### src/rtl/seg_pkg.sv
// Shared types and active-low segment patterns for the seven-segment scan driver.
// Bit order is {a,b,c,d,e,f,g,dp}; a cleared bit lights the segment.
package seg_pkg;

    typedef logic [3:0] digit_t;

    localparam int unsigned SEG_W  = 8;
    localparam int unsigned DP_BIT = 0;

    localparam logic [SEG_W-1:0] SEG_0     = 8'h03;
    localparam logic [SEG_W-1:0] SEG_1     = 8'h9F;
    localparam logic [SEG_W-1:0] SEG_2     = 8'h25;
    localparam logic [SEG_W-1:0] SEG_3     = 8'h0D;
    localparam logic [SEG_W-1:0] SEG_4     = 8'h99;
    localparam logic [SEG_W-1:0] SEG_5     = 8'h49;
    localparam logic [SEG_W-1:0] SEG_6     = 8'h41;
    localparam logic [SEG_W-1:0] SEG_7     = 8'h1F;
    localparam logic [SEG_W-1:0] SEG_8     = 8'h01;
    localparam logic [SEG_W-1:0] SEG_9     = 8'h09;
    localparam logic [SEG_W-1:0] SEG_A     = 8'h11;
    localparam logic [SEG_W-1:0] SEG_B     = 8'hC1;
    localparam logic [SEG_W-1:0] SEG_C     = 8'h63;
    localparam logic [SEG_W-1:0] SEG_D     = 8'h85;
    localparam logic [SEG_W-1:0] SEG_E     = 8'h61;
    localparam logic [SEG_W-1:0] SEG_F     = 8'h71;
    localparam logic [SEG_W-1:0] SEG_BLANK = 8'hFF;

endpackage

### src/rtl/seg_scan_driver_decode.sv
// Combinational 4-bit value to active-low segment pattern (decimal point not driven).
// With hex_en low, values 10..15 render dark.
module seg_decode
    import seg_pkg::*;
(
    input  digit_t             value,
    input  logic               hex_en,
    output logic [SEG_W-1:0]   pattern_c
);

    always_comb begin
        pattern_c = SEG_BLANK;
        case (value)
            4'h0: pattern_c = SEG_0;
            4'h1: pattern_c = SEG_1;
            4'h2: pattern_c = SEG_2;
            4'h3: pattern_c = SEG_3;
            4'h4: pattern_c = SEG_4;
            4'h5: pattern_c = SEG_5;
            4'h6: pattern_c = SEG_6;
            4'h7: pattern_c = SEG_7;
            4'h8: pattern_c = SEG_8;
            4'h9: pattern_c = SEG_9;
            4'hA: pattern_c = hex_en ? SEG_A : SEG_BLANK;
            4'hB: pattern_c = hex_en ? SEG_B : SEG_BLANK;
            4'hC: pattern_c = hex_en ? SEG_C : SEG_BLANK;
            4'hD: pattern_c = hex_en ? SEG_D : SEG_BLANK;
            4'hE: pattern_c = hex_en ? SEG_E : SEG_BLANK;
            4'hF: pattern_c = hex_en ? SEG_F : SEG_BLANK;
            default: pattern_c = SEG_BLANK;
        endcase
    end

endmodule

### src/rtl/seg_scan_driver.sv
// Time-multiplexed seven-segment driver: one-hot anode scan, shadow-buffered digits,
// leading-zero suppression, per-digit blanking and dead time between slots.
module seg_scan_driver
    import seg_pkg::*;
#(
    parameter int unsigned NUM_DIGITS   = 4,
    parameter int unsigned REFRESH_DIV  = 100000,
    parameter int unsigned BLANK_CYCLES = 1,
    parameter bit          HEX_EN       = 1'b1
) (
    input  logic                    clk,
    input  logic                    rst,
    input  logic                    load,
    input  logic [4*NUM_DIGITS-1:0] digits,
    input  logic [NUM_DIGITS-1:0]   dp,
    input  logic [NUM_DIGITS-1:0]   blank_mask,
    input  logic                    lz_en,
    output logic [NUM_DIGITS-1:0]   anode,
    output logic [SEG_W-1:0]        cathode,
    output logic                    frame_done
);

    localparam int unsigned CNT_W = (REFRESH_DIV > 1) ? $clog2(REFRESH_DIV) : 1;
    localparam int unsigned IDX_W = (NUM_DIGITS > 1) ? $clog2(NUM_DIGITS) : 1;

    localparam logic [CNT_W-1:0] CNT_LAST = CNT_W'(REFRESH_DIV - 1);
    localparam logic [CNT_W-1:0] CNT_DEAD = CNT_W'(BLANK_CYCLES);
    localparam logic [IDX_W-1:0] IDX_LAST = IDX_W'(NUM_DIGITS - 1);

    logic [CNT_W-1:0]               cnt;
    logic [IDX_W-1:0]               idx;

    digit_t [NUM_DIGITS-1:0]        pend_val;
    logic   [NUM_DIGITS-1:0]        pend_dp;
    logic   [NUM_DIGITS-1:0]        pend_mask;
    digit_t [NUM_DIGITS-1:0]        disp_val;
    logic   [NUM_DIGITS-1:0]        disp_dp;
    logic   [NUM_DIGITS-1:0]        disp_mask;

    // Registered wrap so frame_done lines up with digit 0's first output cycle
    logic                           wrap_q;

    logic                           slot_end_c;
    logic                           wrap_c;
    logic                           dead_c;
    logic [NUM_DIGITS-1:0]          supp_c;
    logic                           zero_run_c;
    digit_t                         cur_val_c;
    logic [SEG_W-1:0]               dec_c;
    logic [NUM_DIGITS-1:0]          anode_c;
    logic [SEG_W-1:0]               cathode_c;

    always_comb begin
        slot_end_c = (cnt == CNT_LAST);
        wrap_c     = slot_end_c && (idx == IDX_LAST);
        dead_c     = (BLANK_CYCLES != 0) && (cnt < CNT_DEAD);
        cur_val_c  = disp_val[idx];
    end

    // A digit is a leading zero when it and every more significant digit are zero
    always_comb begin
        zero_run_c = 1'b1;
        supp_c     = '0;
        for (int i = NUM_DIGITS - 1; i >= 0; i--) begin
            zero_run_c = zero_run_c & (disp_val[i] == 4'h0);
            supp_c[i]  = lz_en & zero_run_c & (i != 0);
        end
    end

    seg_decode u_decode (
        .value     (cur_val_c),
        .hex_en    (HEX_EN),
        .pattern_c (dec_c)
    );

    always_comb begin
        anode_c   = '0;
        cathode_c = SEG_BLANK;
        if (!dead_c) begin
            anode_c = NUM_DIGITS'(1) << idx;
            if (!disp_mask[idx]) begin
                cathode_c = supp_c[idx] ? SEG_BLANK : dec_c;
                if (disp_dp[idx]) begin
                    cathode_c[DP_BIT] = 1'b0;
                end
            end
        end
    end

    always_ff @(posedge clk) begin
        if (rst) begin
            cnt        <= '0;
            idx        <= '0;
            pend_val   <= '0;
            pend_dp    <= '0;
            pend_mask  <= '0;
            disp_val   <= '0;
            disp_dp    <= '0;
            disp_mask  <= '0;
            wrap_q     <= 1'b0;
            anode      <= '0;
            cathode    <= SEG_BLANK;
            frame_done <= 1'b0;
        end else begin
            if (slot_end_c) begin
                cnt <= '0;
                idx <= (idx == IDX_LAST) ? '0 : idx + IDX_W'(1);
            end else begin
                cnt <= cnt + CNT_W'(1);
            end

            if (load) begin
                pend_val  <= digits;
                pend_dp   <= dp;
                pend_mask <= blank_mask;
            end

            // Display takes the pending value held before this edge, so a load
            // landing on the wrap cycle waits for the following frame
            if (wrap_c) begin
                disp_val  <= pend_val;
                disp_dp   <= pend_dp;
                disp_mask <= pend_mask;
            end

            wrap_q     <= wrap_c;
            frame_done <= wrap_q;
            anode      <= anode_c;
            cathode    <= cathode_c;
        end
    end

endmodule

### config.mk
export PLATFORM = sky130hd
export DESIGN_NAME = seg_scan_driver
export DESIGN_NICKNAME = d
export VERILOG_FILES = /design/src/rtl/seg_pkg.sv /design/src/rtl/seg_scan_driver_decode.sv /design/src/rtl/seg_scan_driver.sv
export SDC_FILE = /design/constraint.sdc
export NUM_CORES = 1
export LEC_CHECK = 0
export BUFFER_PORTS_ARGS = -buffer_cell sky130_fd_sc_hd__buf_2
export CAP_MARGIN = 20
export CORE_ASPECT_RATIO = 0.7
export CORE_MARGIN = 5
export CORE_UTILIZATION = 52
export CTS_CLUSTER_SIZE = 12
export DETAILED_ROUTE_END_ITERATION = 8
export PLACE_DENSITY = 0.76
export SLEW_MARGIN = 20
export SYNTH_ARGS = -nofsm -noshare
export SYNTH_HDL_FRONTEND = slang
export SYNTH_SLANG_ARGS = --single-unit
### constraint.sdc
create_clock -name clk -period 2.5 [get_ports clk]
set_input_delay 0.125 -clock clk [delete_from_list [all_inputs] [get_ports clk]]
set_output_delay 0.125 -clock clk [all_outputs]
set_load 0.03 [all_outputs]
# ---- Word-level counts from Yosys, hierarchy flattened
# Cells that the tools add are included.
dict set report classes {
  addsub 2
  n_lt_le_gt_ge 2
  eq_ne 17
  shifts 1
  muxes 12
  bitwise_logic 5
  n_reduce_logical 9
}
# operator n
set ops {}
lappend ops {{$pmux W8 S16} 1}
lappend ops {{$eq A4 B4 Y1 const B} 8}
lappend ops {{$add A17 B1 Y17 const B} 1}
lappend ops {{$eq A17 B17 Y1 const B} 1}
lappend ops {{$lt A17 B1 Y1 const B} 1}
lappend ops {{$eq A4 B3 Y1 const B} 4}
lappend ops {{$logic_not A4 Y1} 4}
lappend ops {{$bmux W4 S2} 1}
lappend ops {{$eq A4 B2 Y1 const B} 2}
lappend ops {{$bmux W1 S2} 3}
lappend ops {{$and A1 B1 Y1} 5}
lappend ops {{$mux W1} 5}
lappend ops {{$eq A4 B1 Y1 const B} 1}
lappend ops {{$mux W4} 1}
lappend ops {{$reduce_or A2 Y1} 2}
lappend ops {{$reduce_or A4 Y1} 1}
lappend ops {{$shl A1 B2 Y4 const A} 1}
lappend ops {{$lt A2 B3 Y1 const B} 1}
lappend ops {{$reduce_or A3 Y1} 1}
lappend ops {{$add A2 B1 Y2 const B} 1}
lappend ops {{$eq A2 B2 Y1 const B} 1}
lappend ops {{$mux W2} 1}
lappend ops {{$logic_and A1 B1 Y1} 1}
dict set report totals {
  ff_bits 81
  in_bits 28
  out_inout_bits 13
  elab_cells 67
}

# ---- Logic depth before layout (Yosys ltp)
# Gate-level depths: netlist of the first run.
dict set report depth {
  word_depth 8
  ltp_mapped 8
  mapped_depth_nobuf 6
}

# ---- By module
# A second synthesis of the first run with hierarchy kept.
dict set report unflattened {
  cells_unflattened 392
  area_unflattened_um2 3553.4
}
# mod instances cells_each area_per_inst_um2 seq_area_each_um2
set by_module_without_submodules {}
lappend by_module_without_submodules {seg_scan_driver 1 340 3258.1 1621.6}
lappend by_module_without_submodules {seg_decode 1 52 295.3 0.0}

# ---- Worst setup path before layout of the first run
# OpenSTA, ideal clock, no wires.
dict set report synth_timing {
  path_kind {register -> register}
  from {register idx[0]}
  to {register cathode[1]}
  setup_time_ps 137
  t_arrival_ps 1591
  required_ps 2363
  path_slack_ps 772
  stages_incl_launch_ff 5
  n_path_buf 1
  synth_period_minus_slack_ps 1728
  cell_sequence {dfxtp_1 > buf_2 > mux4_2 > nor3_4 > o211ai_1}
}
dict set report synth_between {
  elab_chain_cells 4
  elab_cells_between_ends 24
  classes_between {eq/ne (15); mux (7); reduce/logical (2)}
}
# element line
set synth_lines {}
lappend synth_lines {{from (decl)} seg_scan_driver.sv:31} ;# logic [IDX_W-1:0] idx;
lappend synth_lines {{from (signal assigned)} seg_scan_driver.sv:107} ;# idx <= (idx == IDX_LAST) ? '0 : idx + IDX_W'(1);
lappend synth_lines {{$bmux W4 S2} seg_scan_driver.sv:57} ;# cur_val_c = disp_val[idx];
lappend synth_lines {{$mux W4 (not written as such)} seg_scan_driver.sv:57}
lappend synth_lines {{$eq A4 B4 Y1, or another cell as far along} seg_scan_driver_decode.sv:13} ;# case (value)
lappend synth_lines {{$pmux W8 S16} seg_scan_driver_decode.sv:13}
lappend synth_lines {{to (signal assigned)} seg_scan_driver.sv:129} ;# cathode <= cathode_c;
lappend synth_lines {{to (decl)} seg_scan_driver.sv:19} ;# output logic [SEG_W-1:0] cathode,
# Parallel ways exist; a longest one is shown, timed or not. The select of a mux whose other input is x is not followed.
# A chain may end at the register's enable or synchronous reset.

# ---- Final worst setup path of the first run
dict set report layout_timing {
  from {register cnt[0]}
  to {register cnt[7]}
}
dict set report layout_between {
  elab_chain_cells 2
  elab_cells_between_ends 3
  classes_between {add/sub (1); eq/ne (1); reduce/logical (1)}
}
# element line
set layout_lines {}
lappend layout_lines {{from (decl)} seg_scan_driver.sv:30} ;# logic [CNT_W-1:0] cnt;
lappend layout_lines {{from (signal assigned)} seg_scan_driver.sv:109} ;# cnt <= cnt + CNT_W'(1);
lappend layout_lines {{parallel branches: the longest is 2 deep, another holds $add A17 B1 Y17} n/a}
# Several ways; the timed one is not identified.

==> results of run 1 <==
[cell type report]
cell class	count	share of cell area
multi-input combinational	200	0.394
inverter	3	0.00297
clock inverter	7	0.0201
clock buffer	9	0.0327
sequential	81	0.428
timing repair buffer	57	0.0964
tap	78	0.0258
[worst min-delay path, delay by kind of cell]
family	cells	cell delay (ns)
and+or+nand+nor	1	0.07
buffers and inverters	1	0.08
muxes	1	0.05
[cell families (layout without fill, tap and decap cells)]
logic type	count (synthesis)	count (layout)	share of synthesized area
and+or+nand+nor	112	112	0.191
adders and majority gates	2	2	0.00770
muxes	32	32	0.122
buffers and inverters	21	76	0.0435
DFF	81	81	0.499
xor gates and xnor gates	16	16	0.0431
AOI/OAI and AO/OA	38	38	0.0940
[per-stage QoR]
stage | setup WS (ns) | total power [uW]
6_report | 0.463 | 2480
5_1_grt | 0.311 | 2600
4_1_cts | 0.362 | 2510
3_5_place_dp | 0.381 | 1530
3_3_place_gp | 0.464 | 1530
2_1_floorplan | 0.772 | 1490
[placed cells by master, fill, tap and decap left out, types with 4 or more instances in the layout]
cell	synthesis	routed
sky130_fd_sc_hd__nor2b_1	4	4
sky130_fd_sc_hd__xnor2_1	6	6
sky130_fd_sc_hd__and3_1	4	4
sky130_fd_sc_hd__nand2_1	9	9
sky130_fd_sc_hd__xor2_1	10	10
sky130_fd_sc_hd__mux2i_1	25	25
sky130_fd_sc_hd__mux4_2	6	6
sky130_fd_sc_hd__buf_2	6	40
sky130_fd_sc_hd__dfxtp_1	81	81
sky130_fd_sc_hd__nor4_1	5	5
sky130_fd_sc_hd__nor2_1	51	51
sky130_fd_sc_hd__nand4_1	5	5
sky130_fd_sc_hd__nand3_1	11	11
sky130_fd_sc_hd__clkbuf_8	1	9
sky130_fd_sc_hd__a22o_1	22	22
sky130_fd_sc_hd__dlygate4sd3_1	0	15
[metal layers]
metal,vias up,part of all wire,GRT usage
li1,1176,-,-
met1,1056,0.52,0.240
met2,48,0.41,0.237
met3,5,0.055,0.0652
met4,0,0.011,0.0427
met5,-,0,0
[final timing paths]
kind              from     endpoint  slack [ns]  cells past startpoint
max reg2reg     cnt[0]       cnt[7]        0.46                      6
min          digits[0]  pend_val[0]        0.01                      3
min reg2reg     wrap_q   frame_done        0.47                      1
max             cnt[0]       cnt[7]        0.46                      6
[power groups by stage]
stage / logic, uW / clock network (uW) / registers (uW)
finish: 172 / 957 / 1350
detailed placement: 152 / 0 / 1380
global route: 190 / 1050 / 1360
CTS: 171 / 985 / 1350
global placement: 149 / 0 / 1380
floorplan: 86.0 / 0 / 1400
[timing repair]
item | 4_1_cts | 5_1_grt
endpoints found under the hold margin | 15 | 0
buffers inserted | 0 | 0
hold buffers | 15 | 0
setup endpoints to repair | 0 | 0
[state kept, by name, summed over array words and instances, names as in the netlist]
signal / count
wrap_q: 1
disp_val: 16
cathode: 8
disp_dp: 4
pend_dp: 4
frame_done: 1
idx: 2
disp_mask: 4
cnt: 17
pend_mask: 4
anode: 4
pend_val: 16
==> results_tabular.tex, run 1 <==
\begin{tabular}{lr}
\hline
Metric & Value \\
\hline
\multicolumn{2}{l}{\textbf{Outcome}} \\
\quad Status & finished clean \\
\multicolumn{2}{l}{\textbf{Finish}} \\
\quad Post-route cell area & about 3800 um2 \\
\quad Area taken by multi-input logic gates & roughly 1500 um2 \\
\quad Layout Utilization & 0.616 \\
\quad \# nets final & 382 \\
\quad Fillers & about 480 \\
\quad Area taken by flip-flops and latches & between 1500 and 2000 um2 \\
\quad Antenna diode count & 0 \\
\quad Final Non-Filler Cells & $\sim$440 \\
\quad Synthesis-to-layout area growth & 16.6\% \\
\quad Share of final-layout standard cells stronger than drive strength 1 & 0.221 \\
\multicolumn{2}{l}{\textbf{Pwr}} \\
\quad Comb power frac & 0.070 \\
\quad Part of the power in the clock network & 0.386 \\
\quad Internal power & 1870 uW \\
\quad Net switching power & 606 uW \\
\quad Power per cell area & between 600 and 700 nW/um2 \\
\quad Peak supply drop & 425 uV \\
\quad Switching part of the total & 0.244 \\
\quad Sequential share of power & 0.545 \\
\quad Static leakage & between 0.0015 and 0.002 uW \\
\multicolumn{2}{l}{\textbf{Synthesis}} \\
\quad Register bit total from synthesis & between 80 and 90 \\
\quad Mapped Avg Cell Area & 10.8 um2 \\
\quad Yosys Warn Count & 0 \\
\quad Fraction of post-synthesis cell area in the top cell type by area & 0.499 \\
\quad Number of standard cells after synthesis & around 300 \\
\quad Synthesized Nets & $\sim$330 \\
\quad Number of synthesized flops with an enable pin & 0 \\
\quad Biggest area contributors in the synthesized netlist & sky130\_fd\_sc\_hd\_\_dfxtp\_1 (50\%), sky130\_fd\_sc\_hd\_\_mux2i\_1 (7.7\%), sky130\_fd\_sc\_hd\_\_a22o\_1 (5.9\%), sky130\_fd\_sc\_hd\_\_nor2\_1 (5.9\%), sky130\_fd\_sc\_hd\_\_mux4\_2 (4.2\%) \\
\quad Mapped cell area & between 3000 and 4000 um2 \\
\quad Netlist cell types & 45 \\
\quad Post-synthesis sequential area ratio & 0.499 \\
\quad Ys async rst share & 0 \\
\quad Top cell type by total area after synthesis & sky130\_fd\_sc\_hd\_\_dfxtp\_1 \\
\quad Most frequent cell after synthesis & sky130\_fd\_sc\_hd\_\_dfxtp\_1 \\
\quad Dominant register cell in the synthesized netlist & sky130\_fd\_sc\_hd\_\_dfxtp\_1 \\
\quad Cell types with the highest counts after synthesis & sky130\_fd\_sc\_hd\_\_dfxtp\_1 (81), sky130\_fd\_sc\_hd\_\_nor2\_1 (51), sky130\_fd\_sc\_hd\_\_mux2i\_1 (25) \\
\multicolumn{2}{l}{\textbf{Clock network}} \\
\quad Clock tree from TritonCTS & built \\
\quad Number of gates resized after cts & 0 \\
\quad Root buffer cell & sky130\_fd\_sc\_hd\_\_clkbuf\_8 \\
\quad Clock H-tree levels & 3 \\
\quad Clock transition time at the flip-flop clock pins of the worst setup and hold paths & approximately 0.08 ns \\
\quad TritonCTS sink count & just over 80 \\
\quad Clock buffers created by TritonCTS & 9 \\
\quad Later-pin clock latency in the skew report & 0.36 ns \\
\quad Maximum clock path buffer count & 2 \\
\multicolumn{2}{l}{\textbf{Worst setup path}} \\
\quad Kind of critical path & reg2reg \\
\quad Startpoint types & register \\
\quad Cells traversed along the worst timing path & ha\_1 -> and4\_4 -> nand2\_8 -> nor3\_4 -> or2\_1 -> nor2\_1 \\
\quad Number of buffer and inverter stages on the critical path & 0 \\
\quad Slowest cell delay on critical path & between 0.5 and 0.6 ns \\
\quad Slowest cell on crit path & sky130\_fd\_sc\_hd\_\_or2\_1 \\
\quad Signal arrival time at the worst endpoint & about 2.3 ns \\
\quad Endpoint kind of the worst setup timing path & register \\
\quad Crit path max-delay family & simple AND/OR/NAND/NOR gates \\
\quad Worst endpoint required time & 2.72 ns \\
\quad Critical-path maximum fanout & 16 \\
\multicolumn{2}{l}{\textbf{Placement}} \\
\quad Half-perimeter wire length after placement & between 4000 and 5000 um \\
\quad Routability congestion estimate & about 0.78 \\
\quad Placed Instances & roughly 400 \\
\quad Number of input and output port buffers inserted & 40 \\
\quad Area of placed instances & $\sim$3400 um2 \\
\multicolumn{2}{l}{\textbf{Global routing}} \\
\quad Vias in the first global route & between 2000 and 2500 \\
\quad Overall fraction of global-route tracks in use & 0.168 \\
\quad Antenna violations before repair & 0 \\
\quad First-pass GRT wire length & about 11000 um \\
\quad Global route total overflow & 0 \\
\quad Maximum number of pins on one net before global-route repair & 32 \\
\multicolumn{2}{l}{\textbf{Timing}} \\
\quad Worst hold slack after final layout & a little over 0.01 ns \\
\quad Min Clock Period, post-route & a little over 2 ns \\
\quad Final count of hold timing violations & 0 \\
\quad Post-route fraction of the period consumed by the critical path & 0.815 \\
\quad Final number of setup-violating endpoints & 0 \\
\quad Highest attainable clock frequency & roughly 500 MHz \\
\quad Total count of max-transition violations in the final report & 0 \\
\quad Total Neg Setup Slack & 0 ns \\
\quad Setup repair after global routing missed its margin & false \\
\quad Slew of the pin with the lowest slew margin & 0.718 ns \\
\quad Relative slew margins & 0.521 \\
\quad Setup skew after layout & approximately 0.012 ns \\
\multicolumn{2}{l}{\textbf{Floorplanning}} \\
\quad Overall die area & 7950 um2 \\
\quad Placement Rows & 24 \\
\quad Num ports & 41 \\
\quad Initial core utilization & 0.528 \\
\quad X dimension of the die & $\sim$100 um \\
\quad Placeable Area & 6160 um2 \\
\quad Vert. Die Dim & between 70 and 80 um \\
\multicolumn{2}{l}{\textbf{Run}} \\
\quad Number of maximum-capacitance violations & 0 \\
\multicolumn{2}{l}{\textbf{Drt}} \\
\quad DRC marker count from the first detailed-route iteration & between 100 and 150 \\
\quad Post-detailed-route via-to-cell ratio & approximately 5.3 \\
\quad Remaining routing DRC violations & 0 \\
\quad Total via count in the routed design & about 2300 \\
\quad Final Routed Wirelength & $\sim$6400 um \\
\quad Number of optimization iterations in the first detailed-route pass & 4 \\
\quad Count of antenna-violating nets left after detailed routing & 0 \\
\quad Routed length per placed instance & between 10 and 15 um \\
\multicolumn{2}{l}{\textbf{Hold path}} \\
\quad Worst hold path class & in2reg \\
\hline
\end{tabular}
(Power assumes the default switching activity.)
==> run 2: changes to the inputs <==
--- a/config.mk
+++ b/config.mk
@@ -9,10 +9,10 @@
 export CAP_MARGIN = 20
 export CORE_ASPECT_RATIO = 0.7
 export CORE_MARGIN = 5
-export CORE_UTILIZATION = 52
+export CORE_UTILIZATION = 51
 export CTS_CLUSTER_SIZE = 12
 export DETAILED_ROUTE_END_ITERATION = 8
-export PLACE_DENSITY = 0.76
+export PLACE_DENSITY = 0.77
 export SLEW_MARGIN = 20
 export SYNTH_ARGS = -nofsm -noshare
 export SYNTH_HDL_FRONTEND = slang
==> constraint.sdc (replaced) <==
create_clock -name clk -period 1.8 [get_ports clk]
set_input_delay 0.09 -clock clk [delete_from_list [all_inputs] [get_ports clk]]
set_output_delay 0.09 -clock clk [all_outputs]
set_load 0.03 [all_outputs]
==> run 2 against run 1 <==
Effect of this change: utilization increased by 3.8 points; worst hold slack improved by 0.010 ns; combinational power increased by 59%; highest routed layer unchanged.
==> results_tabular.tex, run 2 (same netlist as run 1, synthesis figures left out) <==
\begin{tabular}{lr}
\hline
Metric & Value \\
\hline
\multicolumn{2}{l}{\textbf{Worst setup path}} \\
\quad Worst endpoint required time & 2.03 ns (was 2.72 ns) \\
\quad Reg-to-reg slack, setup & 0.08 ns (was 0.46 ns) \\
\quad Timing startpoint of the critical path & idx[0] (was cnt[0]) \\
\quad Total stage count of the critical path & 6 (unchanged) \\
\quad Worst r2r src & idx[0] (was cnt[0]) \\
\quad Signal arrival time at the worst endpoint & 1.95 ns (was 2.26 ns) \\
\quad Reg2reg end & cathode[4] (was cnt[7]) \\
\quad Endpoint kind of the worst setup timing path & register (unchanged) \\
\quad Slowest cell delay on critical path & 0.59 ns (was 0.52 ns) \\
\quad Crit path max-delay family & multiplexers (was simple AND/OR/NAND/NOR gates) \\
\quad Cell count of the worst reg-to-reg path & 6 (unchanged) \\
\quad End point of the critical path & cathode[4] (was cnt[7]) \\
\quad Kind of critical path & reg2reg (unchanged) \\
\quad Number of buffer and inverter stages on the critical path & 1 (was 0) \\
\quad Slowest cell on crit path & sky130\_fd\_sc\_hd\_\_mux4\_2 (was sky130\_fd\_sc\_hd\_\_or2\_1) \\
\quad Cells traversed along the worst timing path & buf\_4 -> mux4\_2 -> and2\_1 -> a21o\_1 -> nand2\_1 -> nand3\_1 (was ha\_1 -> and4\_4 -> nand2\_8 -> nor3\_4 -> or2\_1 -> nor2\_1) \\
\quad Startpoint types & register (unchanged) \\
\quad Critical-path maximum fanout & 8 (was 16) \\
\multicolumn{2}{l}{\textbf{Finish}} \\
\quad Flip-flop count of the largest register, all copies and words added & 17 (unchanged) \\
\quad Largest Register & cnt (unchanged) \\
\quad Share of final-layout standard cells stronger than drive strength 1 & 0.265 (was 0.221) \\
\quad Antenna diode count & 0 (unchanged) \\
\quad Most frequent standard cell in the layout excluding fill and tap cells & sky130\_fd\_sc\_hd\_\_dfxtp\_1 (unchanged) \\
\quad Most frequent cells in the layout & sky130\_fd\_sc\_hd\_\_dfxtp\_1 (80), sky130\_fd\_sc\_hd\_\_nor2\_1 (51), sky130\_fd\_sc\_hd\_\_buf\_2 (40), sky130\_fd\_sc\_hd\_\_mux2i\_1 (25), sky130\_fd\_sc\_hd\_\_dlygate4sd3\_1 (23) (was sky130\_fd\_sc\_hd\_\_dfxtp\_1 (81), sky130\_fd\_sc\_hd\_\_nor2\_1 (51), sky130\_fd\_sc\_hd\_\_buf\_2 (40), sky130\_fd\_sc\_hd\_\_mux2i\_1 (25), sky130\_fd\_sc\_hd\_\_a22o\_1 (22)) \\
\quad Layout Utilization & 0.654 (was 0.616) \\
\quad Largest registers in the final layout & cnt x17, disp\_val x16, pend\_val x16 (unchanged) \\
\quad Synthesis-to-layout area growth & 25.1\% (was 16.6\%) \\
\quad \# nets final & 410 (was 382) \\
\quad Fillers & 506 (was 481) \\
\multicolumn{2}{l}{\textbf{Drt}} \\
\quad DRC marker count from the first detailed-route iteration & 120 (was 127) \\
\quad Count of antenna-violating nets left after detailed routing & 0 (unchanged) \\
\quad Total via count in the routed design & 2387 (was 2285) \\
\quad Post-detailed-route via-to-cell ratio & 5.16 (was 5.25) \\
\quad Routed length per placed instance & 14.0 um (was 14.7 um) \\
\quad Remaining routing DRC violations & 0 (unchanged) \\
\quad Final Routed Wirelength & 6500 um (was 6380 um) \\
\quad Number of optimization iterations in the first detailed-route pass & 4 (unchanged) \\
\multicolumn{2}{l}{\textbf{Pwr}} \\
\quad Final Total Pwr & 3520 uW (was 2480 uW) \\
\quad Static leakage & 0.00172 uW (was 0.00156 uW) \\
\quad Peak supply drop & 553 uV (was 425 uV) \\
\quad Power per cell area & 866 nW/um2 (was 654 nW/um2) \\
\multicolumn{2}{l}{\textbf{Global routing}} \\
\quad Vias in the first global route & 2262 (was 2172) \\
\quad Met2 capacity usage during global routing & 0.244 (was 0.237) \\
\quad Global-route met1 utilization & 0.232 (was 0.240) \\
\quad Maximum number of pins on one net before global-route repair & 26 (was 32) \\
\quad First-pass GRT wire length & 10800 um (about the same) \\
\quad Routing layer with the top usage in global route & met2 (was met1) \\
\quad Global route total overflow & 0 (unchanged) \\
\quad Global Route met3 Usage & 0.0545 (was 0.0652) \\
\quad Overall fraction of global-route tracks in use & 0.168 (about the same) \\
\quad Antenna violations before repair & 0 (unchanged) \\
\multicolumn{2}{l}{\textbf{Floorplanning}} \\
\quad Num ports & 41 (unchanged) \\
\quad Overall die area & 8090 um2 (was 7950 um2) \\
\quad Placement Rows & 24 (unchanged) \\
\quad X dimension of the die & 105 um (was 104 um) \\
\quad Initial core utilization & 0.523 (was 0.528) \\
\quad Placeable Area & 6220 um2 (was 6160 um2) \\
\quad Vert. Die Dim & 76.8 um (was 76.1 um) \\
\multicolumn{2}{l}{\textbf{Clock network}} \\
\quad Later-pin clock latency in the skew report & 0.36 ns (about the same) \\
\quad Clock H-tree levels & 3 (unchanged) \\
\quad TritonCTS sink count & 81 (unchanged) \\
\quad Clock tree from TritonCTS & built (unchanged) \\
\quad \# Post-CTS Setup Buffers & 0 (unchanged) \\
\quad Maximum clock path buffer count & 2 (unchanged) \\
\quad Root buffer cell & sky130\_fd\_sc\_hd\_\_clkbuf\_8 (unchanged) \\
\quad Clock transition time at the flip-flop clock pins of the worst setup and hold paths & 0.09 ns (was 0.08 ns) \\
\quad Clock buffers created by TritonCTS & 9 (unchanged) \\
\multicolumn{2}{l}{\textbf{Timing}} \\
\quad Final count of hold timing violations & 0 (unchanged) \\
\quad Highest attainable clock frequency & 581 MHz (was 491 MHz) \\
\quad Setup skew after layout & 0.00586 ns (was 0.0120 ns) \\
\quad Post-route fraction of the period consumed by the critical path & 0.956 (was 0.815) \\
\quad Min Clock Period, post-route & 1.72 ns (was 2.04 ns) \\
\quad Relative slew margins & 0.519 (was 0.521) \\
\quad Total count of max-transition violations in the final report & 0 (unchanged) \\
\quad Setup repair after global routing missed its margin & true (was false) \\
\quad Final number of setup-violating endpoints & 0 (unchanged) \\
\quad Slew of the pin with the lowest slew margin & 0.722 ns (was 0.718 ns) \\
\multicolumn{2}{l}{\textbf{Run}} \\
\quad Number of maximum-capacitance violations & 0 (unchanged) \\
\multicolumn{2}{l}{\textbf{Hold path}} \\
\quad Hold path startpoint & digits[1] (was digits[0]) \\
\quad Worst hold path class & in2reg (unchanged) \\
\multicolumn{2}{l}{\textbf{Placement}} \\
\quad Half-perimeter wire length after placement & 4460 um (was 4180 um) \\
\quad Routability congestion estimate & 0.810 (was 0.783) \\
\quad Number of input and output port buffers inserted & 40 (unchanged) \\
\multicolumn{2}{l}{\textbf{Outcome}} \\
\quad Status & finished clean (unchanged) \\
\hline
\end{tabular}
[run 2: cell types whose count changed in the layout (fill, tap and decap cells not counted)]
cell | previous run | this run
sky130_fd_sc_hd__buf_12 | 0 | 2
sky130_fd_sc_hd__clkinv_4 | 0 | 1
sky130_fd_sc_hd__nor2b_1 | 4 | 2
sky130_fd_sc_hd__clkinvlp_4 | 2 | 0
sky130_fd_sc_hd__inv_6 | 3 | 2
sky130_fd_sc_hd__nor2b_2 | 0 | 1
sky130_fd_sc_hd__inv_8 | 0 | 2
sky130_fd_sc_hd__dfxtp_2 | 0 | 1
sky130_fd_sc_hd__dfxtp_1 | 81 | 80
sky130_fd_sc_hd__buf_4 | 2 | 20
sky130_fd_sc_hd__dlygate4sd3_1 | 15 | 23
sky130_fd_sc_hd__nor2b_4 | 0 | 1
[run 2: area by class of cell]
class / instances / area [um2] / area share
clock buffer: 9 / 124 / 0.0305
clock inverter: 7 / 83.8 / 0.0206
inverter: 3 / 11.3 / 0.00277
multi-input combinational: 200 / 1500 / 0.370
sequential: 81 / 1620 / 0.399
tap: 78 / 97.6 / 0.0240
timing repair buffer: 85 / 621 / 0.153
[run 2: stage by stage]
stage / TNS (ns) / hold WS (ns) / worst slack [ns] / instance area (um2) / std cells
2_1_floorplan: 0 / 0.237 / 0.0715 / 3250 / 302
4_1_cts: 0 / 0.0161 / 0.0238 / 4050 / 463
3_3_place_gp: -3.23 / 0.325 / -0.148 / 3610 / 424
5_1_grt: -0.0329 / 0.0293 / -0.0174 / 4060 / 463
6_report: 0 / 0.0202 / 0.0797 / 4060 / 463
3_5_place_dp: -3.82 / 0.332 / -0.165 / 3610 / 424
[run 2: how the worst min path moves through the flow]
stage / endpoint / depth (start not counted)
after floorplan: pend_dp[0] / 2
after global placement: pend_mask[1] / 3
after detailed placement: pend_val[7] / 3
after CTS: pend_val[1] / 3
after global routing: pend_val[1] / 3
final: pend_val[1] / 3
[run 2: power breakdown]
part	switching [uW]	leakage, uW	total [uW]	internal [uW]
Combinational	144	0.000950	274	130
Clock	705	0.000108	1370	669
Sequential	25.0	0.000660	1870	1850
Total	874	0.00172	3520	2640
[run 2: worst min-delay path: cells and delay by family]
| family | cells | cell delay, ns |
|---|---|---|
| AND/OR/NAND/NOR | 1 | 0.09 |
| buffers and inverters | 1 | 0.09 |
| multiplexers | 1 | 0.07 |
[run 2: repair_timing]
action,in CTS,in global routing
pin swaps,0,1
gates resized for setup,1,4
hold buffers,23,0
endpoints found under the setup margin,25,7
gates cloned,0,0
endpoints found under the hold margin,23,0
[run 2: layer usage]
metal,part of all wire,up-vias,routed length [um]
li1,-,1226,-
met1,0.50,1092,3270
met2,0.42,60,2750
met3,0.056,9,365
met4,0.017,0,112
met5,0,-,0
==> run 3: changes to the inputs <==
--- a/config.mk
+++ b/config.mk
@@ -7,7 +7,7 @@
 export LEC_CHECK = 0
 export BUFFER_PORTS_ARGS = -buffer_cell sky130_fd_sc_hd__buf_2
 export CAP_MARGIN = 20
-export CORE_ASPECT_RATIO = 0.7
+export CORE_ASPECT_RATIO = 0.9
 export CORE_MARGIN = 5
 export CORE_UTILIZATION = 51
 export CTS_CLUSTER_SIZE = 12
==> run 3 against run 2 <==
Effect of this change: sequential share of layout area is 0.33 points lower; clock power hardly changed; routed wire length increased by 4.6%; die area fell by 0.28%; maximum frequency shrank 1.3%; utilization increased by 1.4 points.
==> results_tabular.tex, run 3 (same netlist as run 1, synthesis figures left out) <==
\begin{tabular}{lr}
\hline
Metric & Value \\
\hline
\multicolumn{2}{l}{\textbf{Timing}} \\
\quad Setup skew after layout & 0.0152 ns (was 0.00586 ns) \\
\quad Min Clock Period, post-route & 1.74 ns (was 1.72 ns) \\
\quad Total count of max-transition violations in the final report & 0 (unchanged) \\
\quad Setup repair after global routing missed its margin & true (unchanged) \\
\quad Worst Slack Setup Final & 0.0571 ns (was 0.0797 ns) \\
\quad Total Neg Setup Slack & 0 ns (unchanged) \\
\quad Final number of setup-violating endpoints & 0 (unchanged) \\
\quad Highest attainable clock frequency & 574 MHz (was 581 MHz) \\
\quad Slew of the pin with the lowest slew margin & 0.680 ns (was 0.722 ns) \\
\quad Final count of hold timing violations & 0 (unchanged) \\
\quad Post-route fraction of the period consumed by the critical path & 0.968 (was 0.956) \\
\quad Relative slew margins & 0.546 (was 0.519) \\
\multicolumn{2}{l}{\textbf{Finish}} \\
\quad Most frequent standard cell in the layout excluding fill and tap cells & sky130\_fd\_sc\_hd\_\_dfxtp\_1 (unchanged) \\
\quad \# nets final & 412 (was 410) \\
\quad Synthesis-to-layout area growth & 26.3\% (was 25.1\%) \\
\quad Antenna diode count & 0 (unchanged) \\
\quad Most frequent cells in the layout & sky130\_fd\_sc\_hd\_\_dfxtp\_1 (78), sky130\_fd\_sc\_hd\_\_nor2\_1 (51), sky130\_fd\_sc\_hd\_\_buf\_2 (40), sky130\_fd\_sc\_hd\_\_mux2i\_1 (25), sky130\_fd\_sc\_hd\_\_dlygate4sd3\_1 (23) (was sky130\_fd\_sc\_hd\_\_dfxtp\_1 (80), sky130\_fd\_sc\_hd\_\_nor2\_1 (51), sky130\_fd\_sc\_hd\_\_buf\_2 (40), sky130\_fd\_sc\_hd\_\_mux2i\_1 (25), sky130\_fd\_sc\_hd\_\_dlygate4sd3\_1 (23)) \\
\quad Largest Register & cnt (unchanged) \\
\quad Flip-flop count of the largest register, all copies and words added & 17 (unchanged) \\
\quad Layout Utilization & 0.667 (was 0.654) \\
\quad Share of final-layout standard cells stronger than drive strength 1 & 0.276 (was 0.265) \\
\quad Largest registers in the final layout & cnt x17, disp\_val x16, pend\_val x16 (unchanged) \\
\multicolumn{2}{l}{\textbf{Worst setup path}} \\
\quad Kind of critical path & reg2reg (unchanged) \\
\quad Critical-path maximum fanout & 9 (was 8) \\
\quad Cell count of the worst reg-to-reg path & 8 (was 6) \\
\quad Endpoint kind of the worst setup timing path & register (unchanged) \\
\quad Worst endpoint required time & 2.10 ns (was 2.03 ns) \\
\quad Signal arrival time at the worst endpoint & 2.04 ns (was 1.95 ns) \\
\quad Startpoint types & register (unchanged) \\
\multicolumn{2}{l}{\textbf{Clock network}} \\
\quad Clock buffers created by TritonCTS & 9 (unchanged) \\
\quad TritonCTS sink count & 81 (unchanged) \\
\quad Clock H-tree levels & 3 (unchanged) \\
\quad Later-pin clock latency in the skew report & 0.36 ns (about the same) \\
\quad Clock transition time at the flip-flop clock pins of the worst setup and hold paths & 0.08 ns (was 0.09 ns) \\
\quad Root buffer cell & sky130\_fd\_sc\_hd\_\_clkbuf\_8 (unchanged) \\
\quad Clock tree from TritonCTS & built (unchanged) \\
\quad Maximum clock path buffer count & 2 (unchanged) \\
\multicolumn{2}{l}{\textbf{Drt}} \\
\quad DRC marker count from the first detailed-route iteration & 153 (was 120) \\
\quad Count of antenna-violating nets left after detailed routing & 0 (unchanged) \\
\quad Routed length per placed instance & 14.3 um (was 14.0 um) \\
\quad Final Routed Wirelength & 6800 um (was 6500 um) \\
\quad Post-detailed-route via-to-cell ratio & 5.24 (was 5.16) \\
\quad Total via count in the routed design & 2484 (was 2387) \\
\quad Remaining routing DRC violations & 0 (unchanged) \\
\quad Number of optimization iterations in the first detailed-route pass & 5 (was 4) \\
\multicolumn{2}{l}{\textbf{Global routing}} \\
\quad Overall fraction of global-route tracks in use & 0.174 (was 0.168) \\
\quad Antenna violations before repair & 0 (unchanged) \\
\quad Maximum number of pins on one net before global-route repair & 29 (was 26) \\
\quad Global route total overflow & 0 (unchanged) \\
\quad Vias in the first global route & 2342 (was 2262) \\
\quad First-pass GRT wire length & 11100 um (was 10800 um) \\
\multicolumn{2}{l}{\textbf{Floorplanning}} \\
\quad Overall die area & 8070 um2 (was 8090 um2) \\
\quad Num ports & 41 (unchanged) \\
\quad Placement Rows & 27 (was 24) \\
\quad Initial core utilization & 0.528 (was 0.523) \\
\quad X dimension of the die & 94.1 um (was 105 um) \\
\quad Placeable Area & 6150 um2 (was 6220 um2) \\
\quad Vert. Die Dim & 85.7 um (was 76.8 um) \\
\multicolumn{2}{l}{\textbf{Outcome}} \\
\quad Status & finished clean (unchanged) \\
\multicolumn{2}{l}{\textbf{Hold path}} \\
\quad Hold Path Stages & 3 (unchanged) \\
\quad Worst hold path class & in2reg (unchanged) \\
\multicolumn{2}{l}{\textbf{Pwr}} \\
\quad Power per cell area & 859 nW/um2 (was 866 nW/um2) \\
\quad Peak supply drop & 736 uV (was 553 uV) \\
\quad Static leakage & 0.00173 uW (was 0.00172 uW) \\
\quad Final Total Pwr & 3530 uW (was 3520 uW) \\
\multicolumn{2}{l}{\textbf{Placement}} \\
\quad Worst slack after detailed placement & -0.211 ns (was -0.165 ns) \\
\quad Routability congestion estimate & 0.776 (was 0.810) \\
\quad Number of input and output port buffers inserted & 40 (unchanged) \\
\quad Half-perimeter wire length after placement & 4450 um (was 4460 um) \\
\multicolumn{2}{l}{\textbf{Run}} \\
\quad Number of maximum-capacitance violations & 0 (unchanged) \\
\hline
\end{tabular}
[run 3: cell types whose count changed in the layout (fill, tap and decap cells not counted), moves of 2 or more]
cell and delta:
sky130_fd_sc_hd__buf_4 -2, sky130_fd_sc_hd__buf_6 +4, sky130_fd_sc_hd__clkbuf_8 +2, sky130_fd_sc_hd__dfxtp_1 -2
sky130_fd_sc_hd__dfxtp_2 +2, sky130_fd_sc_hd__inv_8 -2
[run 3: path summary, 6_finish.rpt]
check / start / to / slack (ns)
setup / recovery: cnt[0] / disp_val[7] / 0.06
hold / removal: dp[3] / pend_dp[3] / 0.006
setup reg to reg: cnt[0] / disp_val[7] / 0.06
hold reg to reg: wrap_q / frame_done / 0.46
[run 3: final cells by class]
| type | instances | area (um2) |
|---|---|---|
| Inverter | 3 | 11.3 |
| Clock inverter | 5 | 61.3 |
| Multi-Input combinational cell | 201 | 1520 |
| Sequential cell | 81 | 1630 |
| Tap cell | 87 | 109 |
| Clock buffer | 11 | 151 |
| Timing Repair Buffer | 86 | 631 |
| Fill cell | 497 | 2040 |
[run 3: routing by layer]
metal  up-vias  share of wire  GRT usage
li1       1230              -          -
met1      1175           0.45      0.224
met2        65           0.48      0.270
met3        14          0.052     0.0500
met4         0          0.023     0.0827
met5         -              0          0
[run 3: power by group]
part	total (uW)	internal, uW	switching (uW)
logic	276	130	145
registers	1870	1850	25.1
clock network	1380	724	657
total	3530	2700	828
[run 3: through the flow]
stage / hold WS [ns] / cell area [um2] / instances
floorplan: 0.237 / 3250 / 302
detailed placement: 0.332 / 3590 / 431
global route: 0.0238 / 4100 / 474
finish: 0.00586 / 4100 / 474
CTS: 0.00636 / 4050 / 470
global placement: 0.322 / 3590 / 431
[run 3: worst max-delay path: stages, from the launching register on]
cell,delay [ns]
sky130_fd_sc_hd__dfxtp_1,0.34
sky130_fd_sc_hd__ha_1,0.17
sky130_fd_sc_hd__and4_4,0.27
sky130_fd_sc_hd__nand2_8,0.06
sky130_fd_sc_hd__buf_4,0.15
sky130_fd_sc_hd__nor4_4,0.24
sky130_fd_sc_hd__buf_4,0.18
sky130_fd_sc_hd__buf_6,0.14
sky130_fd_sc_hd__a22o_1,0.13
[run 3: what timing repair did]
item                                    4_1_cts  5_1_grt
endpoints found under the setup margin       26       32
setup buffers                                 0        2
hold buffers                                 23        0
cloned                                        0        2
pin swaps                                     0        4
hold endpoints to repair                     23        0
gates resized for setup                       3       11
